[config.mk]
export PLATFORM = sky130hd
export DESIGN_NAME = channel_sum_reducer_flat
export DESIGN_NICKNAME = d
export VERILOG_FILES = /design/src/rtl/channel_sum_reducer_if.sv /design/src/rtl/channel_sum_reducer.sv /design/src/flat_wrapper.sv
export SDC_FILE = /design/constraint.sdc
export NUM_CORES = 1
export LEC_CHECK = 0
export ABC_CLOCK_PERIOD_IN_PS = 7700
export BUFFER_PORTS_ARGS = -buffer_cell sky130_fd_sc_hd__buf_2
export CAP_MARGIN = 25
export CORE_MARGIN = 1
export CORE_UTILIZATION = 40
export CTS_CLUSTER_DIAMETER = 40
export CTS_CLUSTER_SIZE = 24
export DETAILED_ROUTE_END_ITERATION = 16
export PLACE_DENSITY = 0.68
export SLEW_MARGIN = 40
export SYNTH_ARGS = -nofsm -noshare
export SYNTH_HDL_FRONTEND = slang
export SYNTH_SLANG_ARGS = --single-unit
[constraint.sdc]
create_clock -name clk -period 7.7 [get_ports clk]
set_input_delay 0.77 -clock clk [delete_from_list [all_inputs] [get_ports clk]]
set_output_delay 0.77 -clock clk [all_outputs]
set_load 0.05 [all_outputs]
[src/rtl/channel_sum_reducer_if.sv]
// FIFO-style channel bundle: master is the reducer side, slave is the FIFO side.
interface channel_sum_reducer_if #(
  parameter int unsigned WIDTH = 32
);
  logic [WIDTH-1:0] out_data;
  logic [WIDTH-1:0] in_data;
  logic             read_ready;
  logic             write_ready;
  logic             read_valid;
  logic             write_valid;
  logic             rst;

  modport master (
    input  out_data, read_ready, write_ready,
    output in_data, read_valid, write_valid, rst
  );

  modport slave (
    output out_data, read_ready, write_ready,
    input  in_data, read_valid, write_valid, rst
  );
endinterface

[src/rtl/channel_sum_reducer.sv]
// Single-shot reducer: reads COUNT words from in_ch, sums them modulo 2^WIDTH,
// writes the sum once to out_ch, then holds valid until reset.
module channel_sum_reducer #(
  parameter int unsigned WIDTH = 32,
  parameter int unsigned COUNT = 4
) (
  input  logic                   clk,
  input  logic                   rst,
  channel_sum_reducer_if.master  in_ch,
  channel_sum_reducer_if.master  out_ch,
  output logic                   valid
);
  localparam int unsigned CW = $clog2(COUNT + 1);

  typedef enum logic [3:0] {
    INIT, LOOP, WAIT_IN, READ, ACC, CHK, WAIT_OUT, WRITE, DONE
  } state_t;

  state_t           state;
  logic [WIDTH-1:0] acc;
  logic [CW-1:0]    cnt;
  logic             rd_pulse;
  logic             wr_pulse;
  logic             done_q;

  // Strobes are registered on the transition into READ/WRITE/DONE, so each
  // is high exactly while the FSM sits in that state.
  always_ff @(posedge clk) begin
    if (rst) begin
      state    <= INIT;
      acc      <= '0;
      cnt      <= '0;
      rd_pulse <= 1'b0;
      wr_pulse <= 1'b0;
      done_q   <= 1'b0;
    end else begin
      rd_pulse <= 1'b0;
      wr_pulse <= 1'b0;
      case (state)
        INIT: begin
          acc   <= '0;
          state <= LOOP;
        end
        LOOP: begin
          cnt   <= '0;
          state <= WAIT_IN;
        end
        WAIT_IN: begin
          if (in_ch.read_ready) begin
            cnt      <= cnt + CW'(1);
            rd_pulse <= 1'b1;
            state    <= READ;
          end
        end
        READ:    state <= ACC;
        ACC: begin
          // The channel presents the requested word the cycle after the pulse.
          acc   <= acc + in_ch.out_data;
          state <= CHK;
        end
        CHK:     state <= (cnt == CW'(COUNT)) ? WAIT_OUT : WAIT_IN;
        WAIT_OUT: begin
          if (out_ch.write_ready) begin
            wr_pulse <= 1'b1;
            state    <= WRITE;
          end
        end
        WRITE: begin
          done_q <= 1'b1;
          state  <= DONE;
        end
        DONE:    state <= DONE;
        default: state <= INIT;
      endcase
    end
  end

  assign in_ch.read_valid   = rd_pulse;
  assign in_ch.write_valid  = 1'b0;
  assign in_ch.in_data      = '0;
  assign in_ch.rst          = 1'b0;

  assign out_ch.write_valid = wr_pulse;
  assign out_ch.read_valid  = 1'b0;
  assign out_ch.in_data     = acc;
  assign out_ch.rst         = 1'b0;

  assign valid = done_q;

  logic unused_inputs;
  assign unused_inputs = ^{in_ch.write_ready, out_ch.out_data, out_ch.read_ready};
endmodule

[src/flat_wrapper.sv]
// flat-port wrapper written by rule: the top's interface ports become plain ports
module channel_sum_reducer_flat 
#(
  parameter int unsigned WIDTH = 32,
  parameter int unsigned COUNT = 4
)
  (clk, rst, valid, in_ch_out_data, in_ch_read_ready, in_ch_write_ready, in_ch_in_data, in_ch_read_valid, in_ch_write_valid, in_ch_rst, out_ch_out_data, out_ch_read_ready, out_ch_write_ready, out_ch_in_data, out_ch_read_valid, out_ch_write_valid, out_ch_rst);
  channel_sum_reducer_if #(.WIDTH(WIDTH)) in_ch_i ();
  channel_sum_reducer_if #(.WIDTH(WIDTH)) out_ch_i ();
  input  logic clk;
  input  logic rst;
  output logic valid;
  input wire logic [$bits(in_ch_i.out_data)-1:0] in_ch_out_data;
  input wire logic [$bits(in_ch_i.read_ready)-1:0] in_ch_read_ready;
  input wire logic [$bits(in_ch_i.write_ready)-1:0] in_ch_write_ready;
  output wire logic [$bits(in_ch_i.in_data)-1:0] in_ch_in_data;
  output wire logic [$bits(in_ch_i.read_valid)-1:0] in_ch_read_valid;
  output wire logic [$bits(in_ch_i.write_valid)-1:0] in_ch_write_valid;
  output wire logic [$bits(in_ch_i.rst)-1:0] in_ch_rst;
  input wire logic [$bits(out_ch_i.out_data)-1:0] out_ch_out_data;
  input wire logic [$bits(out_ch_i.read_ready)-1:0] out_ch_read_ready;
  input wire logic [$bits(out_ch_i.write_ready)-1:0] out_ch_write_ready;
  output wire logic [$bits(out_ch_i.in_data)-1:0] out_ch_in_data;
  output wire logic [$bits(out_ch_i.read_valid)-1:0] out_ch_read_valid;
  output wire logic [$bits(out_ch_i.write_valid)-1:0] out_ch_write_valid;
  output wire logic [$bits(out_ch_i.rst)-1:0] out_ch_rst;
  assign in_ch_i.out_data = in_ch_out_data;
  assign in_ch_i.read_ready = in_ch_read_ready;
  assign in_ch_i.write_ready = in_ch_write_ready;
  assign in_ch_in_data = in_ch_i.in_data;
  assign in_ch_read_valid = in_ch_i.read_valid;
  assign in_ch_write_valid = in_ch_i.write_valid;
  assign in_ch_rst = in_ch_i.rst;
  assign out_ch_i.out_data = out_ch_out_data;
  assign out_ch_i.read_ready = out_ch_read_ready;
  assign out_ch_i.write_ready = out_ch_write_ready;
  assign out_ch_in_data = out_ch_i.in_data;
  assign out_ch_read_valid = out_ch_i.read_valid;
  assign out_ch_write_valid = out_ch_i.write_valid;
  assign out_ch_rst = out_ch_i.rst;
  channel_sum_reducer #(.WIDTH(WIDTH), .COUNT(COUNT)) u_core (.clk(clk), .rst(rst), .in_ch(in_ch_i), .out_ch(out_ch_i), .valid(valid));
endmodule
==> metrics.md <==
| Metric | Value |
|---|---|
| Antenna viol nets, final | 0 |
| Post-CTS setup buffer count | 0 |
| Status | finished clean |
| RR Startpoint | u_core.out_ch.in_data[0] |
| Hold buffers post-CTS | 0 |
| Total gr overflow | 0 |
| YS warnings | 0 |
| Max Fclk | approximately 340 MHz |
| Least-Margin Pin Slew | 0.745 ns |
| Seq/Total Area, Yosys | 24.3% |
| Worst VDD drop | 0.0743 mV |
| PortBufs | 70 |
| Endpoint class of the critical path | flop |
| WS Path Type | input port to flop |
| Filler cells | 850 |
| CTS tree | built |
| Worst hold stages | 2 |
| Die Y | 94.9 µm |
| Final Net Count | 579 |
| CTS buffer count | 5 |
| Die area | 9010 µm² |
| CTS clk-pin slew, worst paths | approximately 0.090 ns |
| GRT Overall Usage | 17.3% |
| Crit Path Max Fanout | 5 |
| Root Driver | clkbuf_8 |
| Worst skew pair latency | roughly 0.30 ns |
| Number of synthesized flops with an enable pin | 0 |
| Core area | 8300 µm² |
| Longest Clk Path Bufs | 2 |
| Largest net degree at the start of global routing | 29 |
| GP Congestion | around 0.9 |
| H-tree depth | 2 |
| I/O pins | between 100 and 150 |
| Slew Viols, Final | 0 |
| Die Wd | between 90 and 100 µm |
| Most common cell after layout, fill and taps aside | buf_2 |
| Main synth FF type | dfxtp_1 |
| PostCTS Resize Cnt | 0 |
| Most frequent cells in the layout | buf_2 (70), dfxtp_1 (42), conb_1 (36), nor2_1 (33), ha_1 (33) |
| Share of cells above drive strength 1 | 20.4% |
| Area after DPL | around 3700 µm² |
| Worst Hold Launch | u_core.cnt[1] |
| Row count | 33 |
| CP arrival | 3.14 ns |
| #FFs+latches synth | 42 |
| Drt drc | 0 |
| CP required | 7.89 ns |
| Synthesized area | 3450 µm² |
| HPWL after detailed placement | roughly 5.8 mm |
| Worst slew margin | 50.2% |
| Clock skew | 0.00928 ns |
| Vias in the first global route | 2,780 |
| Synth cell types | 59 |
| Avg Synthesized Cell Area | 8.30 µm² |
| Reg2reg path depth | 12 |
| Vias | 3,128 |
| Total routed wirelength | 7.76 mm |
| DRT iter0 DRCs | 85 |
| RSZ-0062 raised after global routing | no |
| Final Total Pwr | 0.639 mW |
| Maxcap violations | 0 |
| P&R area growth vs syn | 12.4% |
| Diodes inserted | 0 |
| Worst Setup SP | in_ch_out_data[0] |
| Wire length per cell | 13.4 µm |
| Initial antenna violation count | 0 |
| Hold Crit Class | flop to flop |
| Drt pass-1 iters | 4 |
| Vias per cell | roughly 5.4 |
| Starting Density | a little over two fifths |
| Pwr dens | roughly 160 nW/µm² |
| # clock sinks | 42 |
| Final Core Density | 46.8% |
| Final Hold Violating Endpoints | 0 |
| Min Tclk post-route | 2.95 ns |
| Final setup viols | 0 |
| Setup TNS | 0 ns |
| Leak | 1.93 nW |
| Cell count after synthesis | 416 |
| Crit start category | input port |
| Post-Layout Inst Area | 3880 µm² |
| Period utilization | 38.3% |
| First-pass GRT wire length | between 10 and 15 mm |
| Ys async rst share | 0% |
report_power, final:
group          switching, mW  internal [mW]  total [mW]
clock                 0.0846          0.130       0.215
combinational          0.133         0.0540       0.187
sequential            0.0115          0.226       0.237
total                  0.229          0.410       0.639
per-layer routing:
layer / global-route usage (%) / up-vias / wire [µm] / part of all wire [%]
li1: - / 1572 / - / -
met2: 29.4 / 106 / 3670 / 47
met4: 4.29 / 0 / 76 / 0.98
met5: 0 / - / 0 / 0
met1: 22.8 / 1444 / 3620 / 47
met3: 2.74 / 6 / 395 / 5.1
cells in the mapped netlist, drive strengths merged, types with 3 or more instances:
master	instances	area, µm²
a22o	14	123
a22oi	14	105
xor2	9	78.8
o2111ai	3	32.5
buf	39	289
clkbuf	15	57.6
nand2	19	71.3
o211ai	6	45.0
o21bai	3	22.5
ha	33	413
nor3	9	45.0
and2	4	25.0
a21boi	3	22.5
nor2	33	124
nor4	3	18.8
o21ai	14	73.8
xnor2	18	158
dfxtp	42	841
a21oi	33	169
o21a	3	22.5
a21o	22	171
inv	11	41.3
nand4	5	31.3
a211oi	5	50.1
a41oi	3	33.8
nand3	7	35.0
nand2b	9	56.3
a31oi	6	43.8
nor2b	4	25.0
area by class of cell:
class / instances / area, µm² / share of cell area [%]
clock inverter: 3 / 68.8 / 1.77
sequential: 42 / 841 / 21.7
inverter: 11 / 41.3 / 1.06
clock buffer: 5 / 68.8 / 1.77
multi-input combinational: 344 / 2370 / 61.1
timing repair buffer: 71 / 358 / 9.22
tap: 105 / 131 / 3.38
per-stage QoR:
step                      setup slack, ns  hold WS [ns]  cells
final                                4.75         0.482    581
after global routing                 4.60         0.514    581
after CTS                            4.76         0.487    581
after detailed placement             4.45         0.465    573
after global placement               4.46         0.452    573
after floorplan                      4.79         0.449    451
registers in the layout, summed over array words and instances, names as in the netlist:
name / flops
u_core.out_ch.in_data: 32
u_core.state: 4
u_core.cnt: 3
u_core.in_ch.read_valid: 1
u_core.out_ch.write_valid: 1
u_core.valid: 1
logic make-up after synthesis:
group	count (synthesis)	share of synthesized area [%]
adder cells (fa/ha/maj)	34	12.5
multiplexers	1	0.326
buffers and inverters	65	11.2
flip-flops	42	24.3
XOR/XNOR	27	6.85
AND/OR/NAND/NOR	109	16.0
AO/OA/AOI/OAI	137	28.6
other	1	0.109
worst paths after layout:
check / end / slack, ns
worst max-delay path: u_core.out_ch.in_data[30] / 4.75
worst min-delay path: u_core.cnt[1] / 0.48
worst max register to register: u_core.out_ch.in_data[22] / 4.92
worst min register to register: u_core.cnt[1] / 0.48
worst max-delay path, stage by stage:
cell	delay, ns
buf_2	0.10
ha_1	0.20
inv_1	0.08
fa_1	0.20
nor2b_1	0.08
o2111ai_2	0.20
nand4_1	0.13
a31oi_2	0.27
o21ai_2	0.15
a2111o_1	0.47
a41oi_2	0.20
xnor2_1	0.09
a22o_1	0.20
No activity file was read; power rests on OpenSTA's default activity.
